===== config.mk =====
export PLATFORM = sky130hd
export DESIGN_NAME = ifft4
export DESIGN_NICKNAME = d
export VERILOG_FILES = /design/src/rtl/ifft4_pkg.sv /design/src/rtl/ifft4_round_sat.sv /design/src/rtl/ifft4.sv
export SDC_FILE = /design/constraint.sdc
export NUM_CORES = 1
export LEC_CHECK = 0
export CAP_MARGIN = 10
export CORE_MARGIN = 5
export CORE_UTILIZATION = 58
export CTS_BUF_LIST = sky130_fd_sc_hd__clkbuf_16
export CTS_CLUSTER_SIZE = 8
export DETAILED_ROUTE_END_ITERATION = 16
export GPL_TIMING_DRIVEN = 0
export PLACE_DENSITY_LB_ADDON = 0.25
export SLEW_MARGIN = 20
export SYNTH_ARGS = -nofsm -noshare
export SYNTH_HDL_FRONTEND = slang
export SYNTH_SLANG_ARGS = --single-unit

===== constraint.sdc =====
create_clock -name clk -period 6.7 [get_ports clk]
set_input_delay 0.67 -clock clk [delete_from_list [all_inputs] [get_ports clk]]
set_output_delay 0.67 -clock clk [all_outputs]
set_load 0.03 [all_outputs]

===== src/rtl/ifft4_pkg.sv =====
// Shared widths, rounding constants and saturation limits for the 4-point inverse FFT.
// The widths are derived from the time-domain sample width of the matching forward transform.
package ifft4_pkg;

  localparam int RND_CONST = 32'sd2;
  localparam int RND_SHIFT = 32'sd2;

  // Component width W.
  function automatic int comp_w(input int dw);
    return dw + 32'sd2;
  endfunction

  // Stage-1 butterfly width: W+1.
  function automatic int stage1_w(input int dw);
    return comp_w(dw) + 32'sd1;
  endfunction

  // Stage-2 unscaled width: W+3.
  function automatic int stage2_w(input int dw);
    return comp_w(dw) + 32'sd3;
  endfunction

  function automatic int sat_max(input int w);
    return (32'sd1 << (w - 32'sd1)) - 32'sd1;
  endfunction

  function automatic int sat_min(input int w);
    return -(32'sd1 << (w - 32'sd1));
  endfunction

endpackage


===== src/rtl/ifft4_round_sat.sv =====
// Scales one stage-2 component by 1/4 with round-half-up, then clamps to W bits.
// The sat flag reports that the clamp engaged.
module ifft4_round_sat
  import ifft4_pkg::*;
#(
  parameter int W = 10
) (
  input  logic signed [W+2:0] v,
  output logic signed [W-1:0] y,
  output logic                sat
);

  // One spare bit so that adding the rounding constant can never wrap.
  localparam int WE = W + 4;
  localparam logic signed [WE-1:0] RND  = WE'(RND_CONST);
  localparam logic signed [WE-1:0] MAXV = WE'(sat_max(W));
  localparam logic signed [WE-1:0] MINV = WE'(sat_min(W));

  logic signed [WE-1:0] sum_s;
  logic signed [WE-1:0] shr_s;

  // Round, shift arithmetically, then clamp to the output range.
  always_comb begin
    sum_s = WE'(v) + RND;
    shr_s = sum_s >>> RND_SHIFT;
    if (shr_s > MAXV) begin
      y   = MAXV[W-1:0];
      sat = 1'b1;
    end else if (shr_s < MINV) begin
      y   = MINV[W-1:0];
      sat = 1'b1;
    end else begin
      y   = shr_s[W-1:0];
      sat = 1'b0;
    end
  end

endmodule


===== src/rtl/ifft4.sv =====
// Two-stage pipelined 4-point inverse FFT with valid/ready handshaking on both sides.
// Stage 1 registers the radix-2 butterflies; stage 2 combines, scales by 1/4 and saturates.
module ifft4
  import ifft4_pkg::*;
#(
  parameter  int DATA_WIDTH = 8,
  localparam int W          = comp_w(DATA_WIDTH)
) (
  input  logic                clk,
  input  logic                rst,
  input  logic                in_valid,
  output logic                in_ready,
  input  logic signed [W-1:0] in0_real,
  input  logic signed [W-1:0] in0_imag,
  input  logic signed [W-1:0] in1_real,
  input  logic signed [W-1:0] in1_imag,
  input  logic signed [W-1:0] in2_real,
  input  logic signed [W-1:0] in2_imag,
  input  logic signed [W-1:0] in3_real,
  input  logic signed [W-1:0] in3_imag,
  output logic signed [W-1:0] out0_real,
  output logic signed [W-1:0] out0_imag,
  output logic signed [W-1:0] out1_real,
  output logic signed [W-1:0] out1_imag,
  output logic signed [W-1:0] out2_real,
  output logic signed [W-1:0] out2_imag,
  output logic signed [W-1:0] out3_real,
  output logic signed [W-1:0] out3_imag,
  output logic                out_valid,
  input  logic                out_ready,
  output logic                out_sat
);

  localparam int W1 = stage1_w(DATA_WIDTH);
  localparam int W3 = stage2_w(DATA_WIDTH);

  logic signed [W1-1:0] a_re_r, a_im_r, b_re_r, b_im_r;
  logic signed [W1-1:0] c_re_r, c_im_r, d_re_r, d_im_r;
  logic                 s1_valid_r;
  logic                 s2_valid_r;
  logic                 out_sat_r;
  logic                 adv1_s;
  logic                 adv2_s;
  logic signed [W3-1:0] v_s [8];
  logic signed [W-1:0]  y_s [8];
  logic signed [W-1:0]  y_r [8];
  logic [7:0]           sat_s;

  // in_ready depends only on pipeline occupancy and out_ready, never on in_valid.
  assign adv2_s   = !s2_valid_r || out_ready;
  assign adv1_s   = !s1_valid_r || adv2_s;
  assign in_ready = adv1_s;

  // Stage 1: butterflies X0+-X2 and X1+-X3.
  always_ff @(posedge clk or posedge rst) begin
    if (rst) begin
      s1_valid_r <= 1'b0;
      a_re_r <= '0; a_im_r <= '0; b_re_r <= '0; b_im_r <= '0;
      c_re_r <= '0; c_im_r <= '0; d_re_r <= '0; d_im_r <= '0;
    end else if (adv1_s) begin
      s1_valid_r <= in_valid;
      if (in_valid) begin
        a_re_r <= W1'(in0_real) + W1'(in2_real);
        a_im_r <= W1'(in0_imag) + W1'(in2_imag);
        b_re_r <= W1'(in0_real) - W1'(in2_real);
        b_im_r <= W1'(in0_imag) - W1'(in2_imag);
        c_re_r <= W1'(in1_real) + W1'(in3_real);
        c_im_r <= W1'(in1_imag) + W1'(in3_imag);
        d_re_r <= W1'(in1_real) - W1'(in3_real);
        d_im_r <= W1'(in1_imag) - W1'(in3_imag);
      end
    end
  end

  // Multiplying d by +j swaps its parts and negates the new real part.
  assign v_s[0] = W3'(a_re_r) + W3'(c_re_r);
  assign v_s[1] = W3'(a_im_r) + W3'(c_im_r);
  assign v_s[2] = W3'(b_re_r) - W3'(d_im_r);
  assign v_s[3] = W3'(b_im_r) + W3'(d_re_r);
  assign v_s[4] = W3'(a_re_r) - W3'(c_re_r);
  assign v_s[5] = W3'(a_im_r) - W3'(c_im_r);
  assign v_s[6] = W3'(b_re_r) + W3'(d_im_r);
  assign v_s[7] = W3'(b_im_r) - W3'(d_re_r);

  for (genvar g = 0; g < 8; g++) begin : g_rs
    ifft4_round_sat #(.W(W)) u_rs (
      .v   (v_s[g]),
      .y   (y_s[g]),
      .sat (sat_s[g])
    );
  end

  // Stage 2: output frame register with its saturation flag.
  always_ff @(posedge clk or posedge rst) begin
    if (rst) begin
      s2_valid_r <= 1'b0;
      out_sat_r  <= 1'b0;
      for (int i = 0; i < 8; i++) y_r[i] <= '0;
    end else if (adv2_s) begin
      s2_valid_r <= s1_valid_r;
      if (s1_valid_r) begin
        y_r       <= y_s;
        out_sat_r <= |sat_s;
      end
    end
  end

  assign out0_real = y_r[0];
  assign out0_imag = y_r[1];
  assign out1_real = y_r[2];
  assign out1_imag = y_r[3];
  assign out2_real = y_r[4];
  assign out2_imag = y_r[5];
  assign out3_real = y_r[6];
  assign out3_imag = y_r[7];
  assign out_valid = s2_valid_r;
  assign out_sat   = out_sat_r;

endmodule


==> results of run 1 <==
-- critical path: cells and delay by family, from the launching register on --
kind	cells	cell delay (ns)
adder cells (fa/ha/maj)	2	0.76
flip-flops	1	0.42
buffers and inverters	1	0.06
AO/OA/AOI/OAI	5	1.42
AND/OR/NAND/NOR	4	1.28
-- logic make-up (layout without fill, tap and decap cells) --
family	count (synthesis)	count (layout)	share of synthesized area [%]
AO/OA/AOI/OAI	497	497	21.2
XOR/XNOR	86	86	5.07
adder cells (fa/ha/maj)	278	278	23.6
buffers and inverters	262	462	6.61
flip-flops	167	167	27.8
multiplexers	5	5	0.359
AND/OR/NAND/NOR	483	483	15.3
-- synthesized netlist by cell type, types with 4 or more instances --
| cell | n |
|---|---|
| or4_1 | 5 |
| fa_1 | 16 |
| and3_1 | 22 |
| a211oi_1 | 14 |
| dfrtp_1 | 167 |
| nand2_1 | 193 |
| a31o_2 | 4 |
| a21oi_1 | 112 |
| a221oi_1 | 4 |
| nand3_1 | 19 |
| o2111ai_1 | 6 |
| o21a_1 | 39 |
| o21ai_0 | 142 |
| o21ai_1 | 10 |
| o211ai_1 | 11 |
| nor3_1 | 36 |
| o41ai_1 | 5 |
| xor2_1 | 29 |
| nand2b_1 | 27 |
| nor2b_1 | 20 |
| a21o_1 | 24 |
| a22o_1 | 11 |
| a22oi_1 | 4 |
| maj3_1 | 22 |
| o21bai_1 | 15 |
| or3_1 | 15 |
| buf_1 | 6 |
| clkbuf_1 | 41 |
| or2_2 | 4 |
| nor2_1 | 97 |
| ha_1 | 240 |
| xnor2_1 | 56 |
| a31oi_1 | 21 |
| inv_1 | 212 |
| nand3b_1 | 14 |
| a2111oi_0 | 8 |
| mux2i_1 | 4 |
| and2_1 | 7 |
| nor3b_1 | 5 |
| o31ai_1 | 36 |
-- registers in the layout, indices dropped and copies added (netlist names) --
signal,count
a_im_r,10
a_re_r,11
b_im_r,11
b_re_r,10
c_im_r,11
c_re_r,11
d_im_r,10
d_re_r,10
out0_imag,10
out0_real,10
out1_imag,10
out1_real,10
out2_imag,10
out2_real,10
out3_imag,10
out3_real,10
out_sat,1
out_valid,1
s1_valid_r,1
-- layout make-up --
| cell class | count | area, µm² |
|---|---|---|
| sequential | 167 | 4180 |
| clock inverter | 15 | 170 |
| buffer | 50 | 196 |
| inverter | 212 | 803 |
| fill | 2051 | 7590 |
| tap | 330 | 413 |
| multi-input combinational | 1349 | 9840 |
| timing repair buffer | 168 | 1720 |
| clock buffer | 17 | 425 |
-- metrics by stage --
stage / setup slack [ns] / std cells / TNS, ns / utilization, % / hold WS (ns)
2_1_floorplan: 1.51 / 1778 / 0 / - / 0.450
3_3_place_gp: -0.702 / 2274 / -115.00 / 67.4 / 0.457
3_5_place_dp: 2.68 / 2276 / 0 / 67.7 / 0.465
4_1_cts: 2.65 / 2308 / 0 / 70.0 / 0.481
5_1_grt: 2.31 / 2308 / 0 / 70.0 / 0.492
6_report: 2.60 / 2308 / 0 / 70.0 / 0.476
-- how the worst min path moves through the flow --
stage | endpoint | slack (ns) | cells after the start
4_1_cts | out3_real[0] | 0.48 | 2
2_1_floorplan | a_im_r[1] | 0.45 | 2
6_report | out2_imag[4] | 0.48 | 1
5_1_grt | out2_imag[4] | 0.49 | 1
3_5_place_dp | out2_imag[4] | 0.46 | 1
3_3_place_gp | out3_real[0] | 0.46 | 2
-- cell usage in the layout (no fill, tap or decap), types with 7 or more instances in the layout --
| master | synthesis | layout |
|---|---|---|
| and3_1 | 22 | 22 |
| clkbuf_1 | 41 | 41 |
| and2_1 | 7 | 7 |
| xnor2_1 | 56 | 56 |
| o21a_1 | 39 | 39 |
| xor2_1 | 29 | 29 |
| a21oi_1 | 112 | 112 |
| o21ai_1 | 10 | 10 |
| a21o_1 | 24 | 24 |
| nand2_1 | 193 | 193 |
| a22o_1 | 11 | 11 |
| clkbuf_16 | 0 | 17 |
| a31oi_1 | 21 | 21 |
| a2111oi_0 | 8 | 8 |
| o211ai_1 | 11 | 11 |
| maj3_1 | 22 | 22 |
| fa_1 | 16 | 16 |
| ha_1 | 240 | 240 |
| o21bai_1 | 15 | 15 |
| nor2_1 | 97 | 97 |
| o31ai_1 | 36 | 36 |
| nand3b_1 | 14 | 14 |
| o21ai_0 | 142 | 142 |
| inv_1 | 212 | 211 |
| or3_1 | 15 | 15 |
| nor2b_1 | 20 | 20 |
| clkdlybuf4s50_1 | 0 | 166 |
| nor3_1 | 36 | 36 |
| dfrtp_1 | 167 | 167 |
| a211oi_1 | 14 | 14 |
| nand3_1 | 19 | 19 |
| nand2b_1 | 27 | 27 |
-- per-layer routing --
metal / part of all wire [%] / routed length, µm
met2: 46 / 20100
met1: 41 / 18100
met3: 6.9 / 3010
met5: 0 / 0
met4: 5.6 / 2450
-- where the power goes --
part | leakage (nW) | switching, W | internal (W)
clock | 0.275 | 0.000469 | 0.000558
sequential | 1.99 | 0.000258 | 0.00135
combinational | 6.22 | 0.00267 | 0.00191
==> run_summary.xml, run 1 <==
<?xml version="1.0" encoding="UTF-8"?>
<metrics>
  <group name="route">
    <metric name="detail_route.drc_violations" unit="">0</metric>
    <metric name="drt_iter0_drc" unit="">981</metric>
    <metric name="via_per_instance_ratio" unit="">5.93</metric>
    <metric name="drt_pass1_iterations" unit="">5</metric>
    <metric name="drt.antenna.violating_nets" unit="">0</metric>
    <metric name="wl_per_cell" unit="µm">18.9</metric>
    <metric name="totalWireLength" unit="µm">43600</metric>
    <metric name="detailroute.via_count" unit="">13700</metric>
  </group>
  <group name="global_routing">
    <metric name="grt_first_pass_wirelength" unit="µm">68500</metric>
    <metric name="grt_remaining_overflow" unit="">0</metric>
    <metric name="met2_usage" unit="%">49.9</metric>
    <metric name="met1_usage" unit="%">37.2</metric>
    <metric name="grt_pass1_vias" unit="">13500</metric>
    <metric name="antenna_violations_before_repair" unit="">0</metric>
    <metric name="global_route.usage.total" unit="%">29.8</metric>
    <metric name="grt_max_degree" unit="">89</metric>
    <metric name="most_congested_layer_reported_by_global_routing" unit="">met2</metric>
    <metric name="groute.layer.met3.usage" unit="%">5.13</metric>
  </group>
  <group name="sta">
    <metric name="total_count_of_max_transition_violations_in_the_final_report" unit="">0</metric>
    <metric name="achievable_frequency" unit="GHz">0.244</metric>
    <metric name="period_needed" unit="ns">4.10</metric>
    <metric name="finalSetupViolations" unit="">0</metric>
    <metric name="post-route-period-util" unit="%">61.2</metric>
    <metric name="rsz0062_at_grt" unit="">no</metric>
    <metric name="tightestPinTransition" unit="ns">0.913</metric>
    <metric name="final-hold-violation-count" unit="">0</metric>
    <metric name="slew_headroom" unit="%">39.1</metric>
    <metric name="fin_skew" unit="ns">0.0179</metric>
  </group>
  <group name="logic_synthesis">
    <metric name="ys_seq_area_share" unit="%">27.8</metric>
    <metric name="ys_warn_count" unit="">0</metric>
    <metric name="synth-main-ff-cell" unit="">dfrtp_1</metric>
    <metric name="synth.lib_cells_used.distinct" unit="">79</metric>
    <metric name="synth-seq-cells" unit="">167</metric>
    <metric name="post-synth-top-area-cell" unit="">dfrtp_1</metric>
    <metric name="async_reset_ff_share" unit="%">100</metric>
    <metric name="net_count_after_synthesis" unit="">2118</metric>
    <metric name="synth_top_area_share" unit="%">27.8</metric>
    <metric name="netlist_instances" unit="">1778</metric>
    <metric name="synth_area_per_cell" unit="µm²">8.44</metric>
    <metric name="syn_area" unit="mm²">0.0150</metric>
    <metric name="netlist_top_cells_area" unit="">dfrtp_1 (28%), ha_1 (20%), inv_1 (5.3%)</metric>
    <metric name="synth-edff-count" unit="">0</metric>
  </group>
  <group name="final_layout">
    <metric name="diodes" unit="">0</metric>
    <metric name="finish.net_count" unit="">2305</metric>
    <metric name="p_r_area_growth_vs_syn" unit="%">18.2</metric>
    <metric name="postLayoutCellArea" unit="mm²">0.0177</metric>
    <metric name="post_route_cells_drive_above_1_share" unit="%">3.34</metric>
  </group>
  <group name="clock_network">
    <metric name="cts-buffers-inserted" unit="">17</metric>
    <metric name="clk_pin_slew" unit="ns">0.07</metric>
    <metric name="buffers_inserted_by_post_cts_timing_repair" unit="">0</metric>
    <metric name="post_cts_resized" unit="">0</metric>
    <metric name="clkSinkCount" unit="">167</metric>
    <metric name="clock_tree.root_cell" unit="">clkbuf_16</metric>
    <metric name="cts_hold_repair.buffers" unit="">0</metric>
    <metric name="clk-insertion-delay-late" unit="ns">0.44</metric>
    <metric name="ctsLongestPathBuffers" unit="">2</metric>
    <metric name="htree_num_levels" unit="">4</metric>
    <metric name="tritoncts_clock_tree" unit="">built</metric>
  </group>
  <group name="setup_path">
    <metric name="worstSetupStartpoint" unit="">d_re_r[1]</metric>
    <metric name="worst_ep_required_time" unit="ns">6.98</metric>
    <metric name="critical-path-slowest-cell" unit="">o31ai_1</metric>
    <metric name="critPathCapture" unit="">out_sat</metric>
    <metric name="crit_path_max_fanout" unit="">7</metric>
    <metric name="critical_path.max_stage_delay" unit="ns">0.67</metric>
    <metric name="r2r-start" unit="">d_re_r[1]</metric>
    <metric name="critPathKind" unit="">reg2reg</metric>
    <metric name="timing.reg2reg.worst_path_depth" unit="">12</metric>
    <metric name="cp_data_arrival_time" unit="ns">4.38</metric>
    <metric name="regToRegEndpoint" unit="">out_sat</metric>
    <metric name="critical_path.endpoint_type" unit="">register</metric>
    <metric name="timing.critical_path.from_type" unit="">register</metric>
    <metric name="path_cells" unit="">inv_1 -&gt; ha_1 -&gt; nand3b_1 -&gt; fa_1 -&gt; nand2b_1 -&gt; a21oi_1 -&gt; o21ai_0 -&gt; o31ai_1 -&gt; o21ba_2 -&gt; nor4_1 -&gt; and4_1 -&gt; a41oi_2</metric>
    <metric name="r2r_setup_slack" unit="ns">2.60</metric>
  </group>
  <group name="die">
    <metric name="core.rowCount" unit="">58</metric>
    <metric name="die_w" unit="µm">171</metric>
    <metric name="die_area" unit="mm²">0.0292</metric>
    <metric name="placeableCoreArea" unit="mm²">0.0253</metric>
    <metric name="effective_utilization_at_floorplan" unit="%">59.3</metric>
    <metric name="top_level_ports" unit="">167</metric>
    <metric name="dieHeight" unit="µm">171</metric>
  </group>
  <group name="placed_design">
    <metric name="port-buffer-count" unit="">166</metric>
    <metric name="gp_routability_congestion" unit="">0.953</metric>
    <metric name="dp_hpwl" unit="µm">35300</metric>
    <metric name="place_area" unit="mm²">0.0171</metric>
  </group>
  <group name="power_and_ir_drop">
    <metric name="worst_ir_drop_vdd" unit="mV">0.242</metric>
    <metric name="fin_total_pwr" unit="W">0.00722</metric>
    <metric name="ratio_of_total_power_to_cell_area" unit="mW/mm²">407</metric>
    <metric name="leak_pwr" unit="nW">8.48</metric>
  </group>
  <group name="min_path">
    <metric name="worst_hold_startpoint" unit="">out2_imag[4]</metric>
    <metric name="hold_class" unit="">reg2reg</metric>
  </group>
  <group name="flow_run">
    <metric name="max-cap-violations" unit="">0</metric>
  </group>
  <group name="status">
    <metric name="status" unit="">completed</metric>
  </group>
</metrics>
Power figures use the tool's default switching activity.
==> inputs of run 2 (changes only) <==
==> constraint.sdc (replaced) <==
create_clock -name clk -period 3.8 [get_ports clk]
set_input_delay 0.38 -clock clk [delete_from_list [all_inputs] [get_ports clk]]
set_output_delay 0.38 -clock clk [all_outputs]
set_load 0.03 [all_outputs]
==> run 2 against run 1 <==
Net effect:
- critical path depth fell by 1
- die area unchanged
- sequential share of layout area decreased by 0.16 points
- final cell count increased by 0.17%
- wire length increased by 1.1%
- largest power group unchanged
- highest routed layer unchanged
==> run_summary.xml, run 2 (same netlist as run 1, synthesis figures left out) <==
<?xml version="1.0" encoding="UTF-8"?>
<metrics>
  <group name="final_layout">
    <metric name="post_route_cells_drive_above_1_share" unit="%">3.94</metric>
    <metric name="filler_cell_count" unit="">2084</metric>
    <metric name="finish.net_count" unit="">2309</metric>
    <metric name="postLayoutCellArea" unit="mm²">0.0179</metric>
    <metric name="diodes" unit="">0</metric>
    <metric name="layout.cells.most_common" unit="">ha_1</metric>
    <metric name="p_r_area_growth_vs_syn" unit="%">19.0</metric>
    <metric name="commonest_non_fill_non_tap_cells_in_the_layout" unit="">ha_1 (240), inv_1 (211), nand2_1 (193)</metric>
  </group>
  <group name="die">
    <metric name="placeableCoreArea" unit="mm²">0.0253</metric>
    <metric name="top_level_ports" unit="">167</metric>
    <metric name="effective_utilization_at_floorplan" unit="%">59.3</metric>
    <metric name="die_area" unit="mm²">0.0292</metric>
    <metric name="dieHeight" unit="µm">171</metric>
    <metric name="die_w" unit="µm">171</metric>
    <metric name="core.rowCount" unit="">58</metric>
  </group>
  <group name="setup_path">
    <metric name="cp_data_arrival_time" unit="ns">3.88</metric>
    <metric name="worst_ep_required_time" unit="ns">4.09</metric>
    <metric name="critPathKind" unit="">reg2reg</metric>
    <metric name="timing.reg2reg.worst_path_depth" unit="">11</metric>
    <metric name="critical_path.endpoint_type" unit="">register</metric>
    <metric name="crit_path_max_fanout" unit="">9</metric>
    <metric name="timing.critical_path.from_type" unit="">register</metric>
  </group>
  <group name="sta">
    <metric name="finalSetupViolations" unit="">0</metric>
    <metric name="post-route-period-util" unit="%">94.5</metric>
    <metric name="fin_skew" unit="ns">0.0126</metric>
    <metric name="slew_headroom" unit="%">36.5</metric>
    <metric name="final-hold-violation-count" unit="">0</metric>
    <metric name="rsz0062_at_grt" unit="">no</metric>
    <metric name="period_needed" unit="ns">3.59</metric>
    <metric name="total_count_of_max_transition_violations_in_the_final_report" unit="">0</metric>
    <metric name="tightestPinTransition" unit="ns">0.952</metric>
    <metric name="tns" unit="ns">0</metric>
    <metric name="achievable_frequency" unit="GHz">0.279</metric>
  </group>
  <group name="status">
    <metric name="status" unit="">completed</metric>
  </group>
  <group name="clock_network">
    <metric name="cts-buffers-inserted" unit="">17</metric>
    <metric name="clk_pin_slew" unit="ns">0.08</metric>
    <metric name="clk-insertion-delay-late" unit="ns">0.45</metric>
    <metric name="htree_num_levels" unit="">4</metric>
    <metric name="cts_hold_repair.buffers" unit="">0</metric>
    <metric name="tritoncts_clock_tree" unit="">built</metric>
    <metric name="clock_tree.root_cell" unit="">clkbuf_16</metric>
    <metric name="clkSinkCount" unit="">167</metric>
    <metric name="ctsLongestPathBuffers" unit="">2</metric>
  </group>
  <group name="power_and_ir_drop">
    <metric name="ratio_of_total_power_to_cell_area" unit="mW/mm²">718</metric>
    <metric name="worst_ir_drop_vdd" unit="mV">0.436</metric>
    <metric name="fin_total_pwr" unit="W">0.0128</metric>
    <metric name="leak_pwr" unit="nW">8.55</metric>
  </group>
  <group name="global_routing">
    <metric name="antenna_violations_before_repair" unit="">1</metric>
    <metric name="grt_pass1_vias" unit="">13400</metric>
    <metric name="grt_remaining_overflow" unit="">0</metric>
    <metric name="global_route.usage.total" unit="%">30.3</metric>
    <metric name="grt_first_pass_wirelength" unit="µm">69600</metric>
    <metric name="grt_max_degree" unit="">35</metric>
  </group>
  <group name="placed_design">
    <metric name="place_area" unit="mm²">0.0172</metric>
    <metric name="gp_routability_congestion" unit="">0.968</metric>
    <metric name="port-buffer-count" unit="">166</metric>
    <metric name="dp_hpwl" unit="µm">36000</metric>
  </group>
  <group name="route">
    <metric name="detail_route.drc_violations" unit="">0</metric>
    <metric name="drt.antenna.violating_nets" unit="">0</metric>
    <metric name="totalWireLength" unit="µm">44100</metric>
    <metric name="drt_pass1_iterations" unit="">6</metric>
    <metric name="wl_per_cell" unit="µm">19.1</metric>
    <metric name="detailroute.via_count" unit="">13600</metric>
    <metric name="drt_iter0_drc" unit="">998</metric>
    <metric name="via_per_instance_ratio" unit="">5.88</metric>
  </group>
  <group name="flow_run">
    <metric name="max-cap-violations" unit="">0</metric>
  </group>
  <group name="min_path">
    <metric name="hold_class" unit="">in2async</metric>
  </group>
</metrics>
[run 2: path summary, 6_finish.rpt]
kind / slack (ns) / to / from
max in group asynchronous: 2.17 / s1_valid_r / rst
min in group clk: 0.48 / out2_imag[2] / out2_imag[2]
worst max-delay path: 0.21 / out_sat / a_im_r[2]
worst max register to register: 0.21 / out_sat / a_im_r[2]
worst min-delay path: 0.38 / out3_imag[4] / rst
worst min register to register: 0.48 / out2_imag[2] / out2_imag[2]
[run 2: per-layer routing]
layer | part of all wire (%) | vias up | global-route usage (%)
met5 | 0 | - | 0
met4 | 4.4 | 0 | 12.5
met3 | 6.3 | 104 | 3.97
met2 | 47 | 479 | 51.5
li1 | - | 6558 | -
met1 | 42 | 6442 | 39.1
[run 2: critical path, stage by stage (launching register included)]
cell	delay, ns
dfrtp_1	0.45
ha_1	0.39
inv_1	0.10
ha_1	0.23
or3_1	0.37
o2111ai_1	0.24
o21ai_1	0.15
a21o_1	0.24
a22oi_2	0.45
xnor2_1	0.17
a31oi_1	0.47
a41oi_2	0.17
[run 2: layout make-up]
class | count | area, µm² | area share, %
Multi-Input combinational cell | 1349 | 9900 | 55.4
Buffer | 50 | 196 | 1.10
Tap cell | 330 | 413 | 2.31
Inverter | 212 | 800 | 4.48
Timing Repair Buffer | 172 | 1780 | 9.95
Clock inverter | 15 | 168 | 0.939
Clock buffer | 17 | 425 | 2.38
Sequential cell | 167 | 4180 | 23.4
[run 2: repair_timing]
action | 4_1_cts | 5_1_grt
pin swaps | 0 | 1
setup buffers | 0 | 1
resized for setup | 2 | 8
endpoints found under the setup margin | 2 | 22
[run 2: power by group]
group	total [W]	internal, W	switching, W
Sequential	0.00284	0.00239	0.000453
Clock	0.00184	0.000988	0.000850
Combinational	0.00815	0.00341	0.00474
[run 2: stage by stage]
| stage | hold slack, ns | cells | worst slack (ns) | utilization [%] |
|---|---|---|---|---|
| 2_1_floorplan | 0.450 | 1778 | 0.699 | - |
| 3_3_place_gp | 0.458 | 2274 | -0.125 | 67.5 |
| 3_5_place_dp | 0.465 | 2279 | -0.211 | 67.9 |
| 4_1_cts | 0.396 | 2311 | 0.0369 | 70.3 |
| 5_1_grt | 0.443 | 2312 | 0.0134 | 70.5 |
| 6_report | 0.378 | 2312 | 0.210 | 70.5 |
==> inputs of run 3 (changes only) <==
--- a/config.mk
+++ b/config.mk
@@ -7,10 +7,11 @@
 export LEC_CHECK = 0
 export CAP_MARGIN = 10
 export CORE_MARGIN = 5
-export CORE_UTILIZATION = 58
+export CORE_UTILIZATION = 65
 export CTS_BUF_LIST = sky130_fd_sc_hd__clkbuf_16
 export CTS_CLUSTER_SIZE = 8
 export DETAILED_ROUTE_END_ITERATION = 16
+export DONT_BUFFER_PORTS = 1
 export GPL_TIMING_DRIVEN = 0
 export PLACE_DENSITY_LB_ADDON = 0.25
 export SLEW_MARGIN = 20
==> run 3 against run 2 <==
Net effect:
- worst hold slack lost 0.33 ns
- combinational power is 22% lower
- via count down 4.4%
- critical path depth unchanged
- utilization increased by 0.84 points
- non-clock buffer count shrank 165
- largest power group unchanged
==> run_summary.xml, run 3 (same netlist as run 1, synthesis figures left out) <==
<?xml version="1.0" encoding="UTF-8"?>
<metrics>
  <group name="die">
    <metric name="placeableCoreArea" unit="mm²">0.0227</metric>
    <metric name="top_level_ports" unit="">167</metric>
    <metric name="core.rowCount" unit="">55</metric>
    <metric name="die_area" unit="mm²">0.0262</metric>
    <metric name="dieHeight" unit="µm">162</metric>
    <metric name="effective_utilization_at_floorplan" unit="%">66.1</metric>
    <metric name="die_w" unit="µm">162</metric>
  </group>
  <group name="min_path">
    <metric name="hold_class" unit="">in2reg</metric>
    <metric name="hold_path_end" unit="">s1_valid_r</metric>
    <metric name="worst_hold_startpoint" unit="">in_valid</metric>
    <metric name="holdPathStages" unit="">1</metric>
  </group>
  <group name="sta">
    <metric name="slew_headroom" unit="%">43.2</metric>
    <metric name="final-hold-violation-count" unit="">0</metric>
    <metric name="tightestPinTransition" unit="ns">0.852</metric>
    <metric name="post-route-period-util" unit="%">96.1</metric>
    <metric name="period_needed" unit="ns">3.65</metric>
    <metric name="total_count_of_max_transition_violations_in_the_final_report" unit="">0</metric>
    <metric name="rsz0062_at_grt" unit="">yes</metric>
    <metric name="fin_skew" unit="ns">0.00923</metric>
    <metric name="achievable_frequency" unit="GHz">0.274</metric>
    <metric name="finalSetupViolations" unit="">0</metric>
  </group>
  <group name="power_and_ir_drop">
    <metric name="power.switching_fraction" unit="%">48.2</metric>
    <metric name="comb_power_share" unit="%">52.3</metric>
    <metric name="p_clk_share" unit="%">16.6</metric>
    <metric name="ratio_of_total_power_to_cell_area" unit="mW/mm²">745</metric>
    <metric name="leak_pwr" unit="nW">7.94</metric>
    <metric name="power_switching" unit="W">0.00582</metric>
    <metric name="internal_power" unit="W">0.00626</metric>
    <metric name="p_seq_share" unit="%">31.1</metric>
    <metric name="worst_ir_drop_vdd" unit="mV">0.318</metric>
  </group>
  <group name="clock_network">
    <metric name="ctsLongestPathBuffers" unit="">2</metric>
    <metric name="clock_tree.root_cell" unit="">clkbuf_16</metric>
    <metric name="htree_num_levels" unit="">4</metric>
    <metric name="clk_pin_slew" unit="ns">0.07</metric>
    <metric name="clk-insertion-delay-late" unit="ns">0.44</metric>
    <metric name="tritoncts_clock_tree" unit="">built</metric>
    <metric name="clkSinkCount" unit="">167</metric>
    <metric name="cts-buffers-inserted" unit="">17</metric>
  </group>
  <group name="final_layout">
    <metric name="commonest_non_fill_non_tap_cells_in_the_layout" unit="">ha_1 (240), inv_1 (213), nand2_1 (193)</metric>
    <metric name="filler_cell_count" unit="">1828</metric>
    <metric name="final_core_utilization" unit="%">71.4</metric>
    <metric name="post_route_cells_drive_above_1_share" unit="%">4.02</metric>
    <metric name="finish.net_count" unit="">2144</metric>
    <metric name="postLayoutCellArea" unit="mm²">0.0162</metric>
    <metric name="layout.cells.most_common" unit="">ha_1</metric>
    <metric name="p_r_area_growth_vs_syn" unit="%">7.98</metric>
    <metric name="diodes" unit="">0</metric>
  </group>
  <group name="global_routing">
    <metric name="global_route.usage.total" unit="%">32.2</metric>
    <metric name="grt_pass1_vias" unit="">12700</metric>
    <metric name="antenna_violations_before_repair" unit="">0</metric>
    <metric name="grt_max_degree" unit="">34</metric>
    <metric name="grt_first_pass_wirelength" unit="µm">66800</metric>
    <metric name="grt_remaining_overflow" unit="">0</metric>
  </group>
  <group name="setup_path">
    <metric name="crit_path_max_fanout" unit="">9</metric>
    <metric name="worstSetupStartpoint" unit="">a_im_r[2]</metric>
    <metric name="timing.reg2reg.worst_path_depth" unit="">11</metric>
    <metric name="regToRegEndpoint" unit="">out_sat</metric>
    <metric name="critical_path.endpoint_type" unit="">register</metric>
    <metric name="timing.critical_path.from_type" unit="">register</metric>
    <metric name="cp_data_arrival_time" unit="ns">3.93</metric>
    <metric name="critPathKind" unit="">reg2reg</metric>
    <metric name="r2r-start" unit="">a_im_r[2]</metric>
    <metric name="worst_ep_required_time" unit="ns">4.08</metric>
    <metric name="r2r_setup_slack" unit="ns">0.15</metric>
  </group>
  <group name="route">
    <metric name="detail_route.drc_violations" unit="">0</metric>
    <metric name="route.top_layer_used" unit="">met4</metric>
    <metric name="drt.antenna.violating_nets" unit="">0</metric>
    <metric name="via_per_instance_ratio" unit="">6.18</metric>
    <metric name="dr_wl_met3" unit="µm">3580</metric>
    <metric name="totalWireLength" unit="µm">42200</metric>
    <metric name="route.met2.wl" unit="µm">19200</metric>
    <metric name="detailroute.via_count" unit="">13000</metric>
    <metric name="drt_iter0_drc" unit="">1084</metric>
    <metric name="drt_pass1_iterations" unit="">6</metric>
    <metric name="wl_per_cell" unit="µm">20.1</metric>
    <metric name="m1WireLength" unit="µm">17200</metric>
  </group>
  <group name="placed_design">
    <metric name="port-buffer-count" unit="">0</metric>
    <metric name="place_area" unit="mm²">0.0155</metric>
    <metric name="dp_hpwl" unit="µm">34100</metric>
    <metric name="gp_routability_congestion" unit="">0.972</metric>
  </group>
  <group name="status">
    <metric name="status" unit="">completed</metric>
  </group>
  <group name="flow_run">
    <metric name="max-cap-violations" unit="">0</metric>
  </group>
</metrics>
==> run 3: cell types whose count changed in the layout (fill, tap and decap cells not counted) <==
cell	delta
nor3b_1	+1
clkdlybuf4s50_1	-166
inv_8	-1
dlygate4sd3_1	+1
nor3b_2	-1
a211oi_4	-1
a211oi_2	+1
inv_6	-5
clkinv_2	-1
clkinv_4	-1
inv_1	+2
clkinv_1	+2
bufinv_16	+4
==> run 3: critical path: stages, from the launching register on <==
cell,delay [ns]
dfrtp_1,0.43
ha_1,0.37
inv_1,0.10
ha_1,0.22
or3_1,0.41
o2111ai_1,0.29
o21ai_1,0.16
a21o_1,0.23
a22oi_2,0.45
xnor2_1,0.25
a31oi_1,0.42
a41oi_2,0.17
==> run 3: what timing repair did <==
item                                    4_1_cts  5_1_grt
pin swaps                                     0        1
setup buffers                                 0        1
endpoints found under the hold margin        26        0
endpoints found under the setup margin        1        7
gates resized for setup                       2        6
hold buffers                                  1        0
==> run 3: worst max-delay path by stage <==
stage                          to  cells past startpoint
after detailed placement  out_sat                     12
after CTS                 out_sat                     11
after global routing      out_sat                     11
final                     out_sat                     11
after global placement    out_sat                     12
after floorplan           out_sat                     12
==> run 3: per-stage QoR <==
step	hold WS [ns]	setup TNS (ns)	power, W	instances	worst slack (ns)
6_report	0.0479	0	0.0121	2102	0.150
5_1_grt	0.0396	-0.0224	0.0130	2102	-0.0224
4_1_cts	0.0383	0	0.0120	2101	0.0545
3_5_place_dp	0.370	-0.240	0.00993	2068	-0.240
3_3_place_gp	0.465	-0.137	0.00972	2063	-0.137
2_1_floorplan	0.450	0	0.00837	1778	0.699
==> run 3: metal layers <==
| metal | vias to the layer above | global-route usage [%] |
|---|---|---|
| li1 | 6229 | - |
| met1 | 6161 | 40.2 |
| met2 | 479 | 51.7 |
| met3 | 115 | 8.88 |
| met4 | 0 | 15.6 |
| met5 | - | 0 |
==> run 3: power groups by stage <==
stage / Sequential (W) / Combinational (W) / Clock [W]
CTS: 0.00377 / 0.00620 / 0.00201
finish: 0.00376 / 0.00632 / 0.00200
global route: 0.00382 / 0.00705 / 0.00209
floorplan: 0.00358 / 0.00479 / 0
detailed placement: 0.00380 / 0.00613 / 0
global placement: 0.00377 / 0.00595 / 0
==> run 3: layout make-up <==
class / instances / area, µm² / share of cell area, %
sequential: 167 / 4180 / 25.8
buffer: 50 / 196 / 1.21
timing repair buffer: 7 / 125 / 0.772
inverter: 212 / 800 / 4.93
clock buffer: 17 / 425 / 2.63
tap: 285 / 357 / 2.20
multi-input combinational: 1349 / 9890 / 61.0
clock inverter: 15 / 234 / 1.44
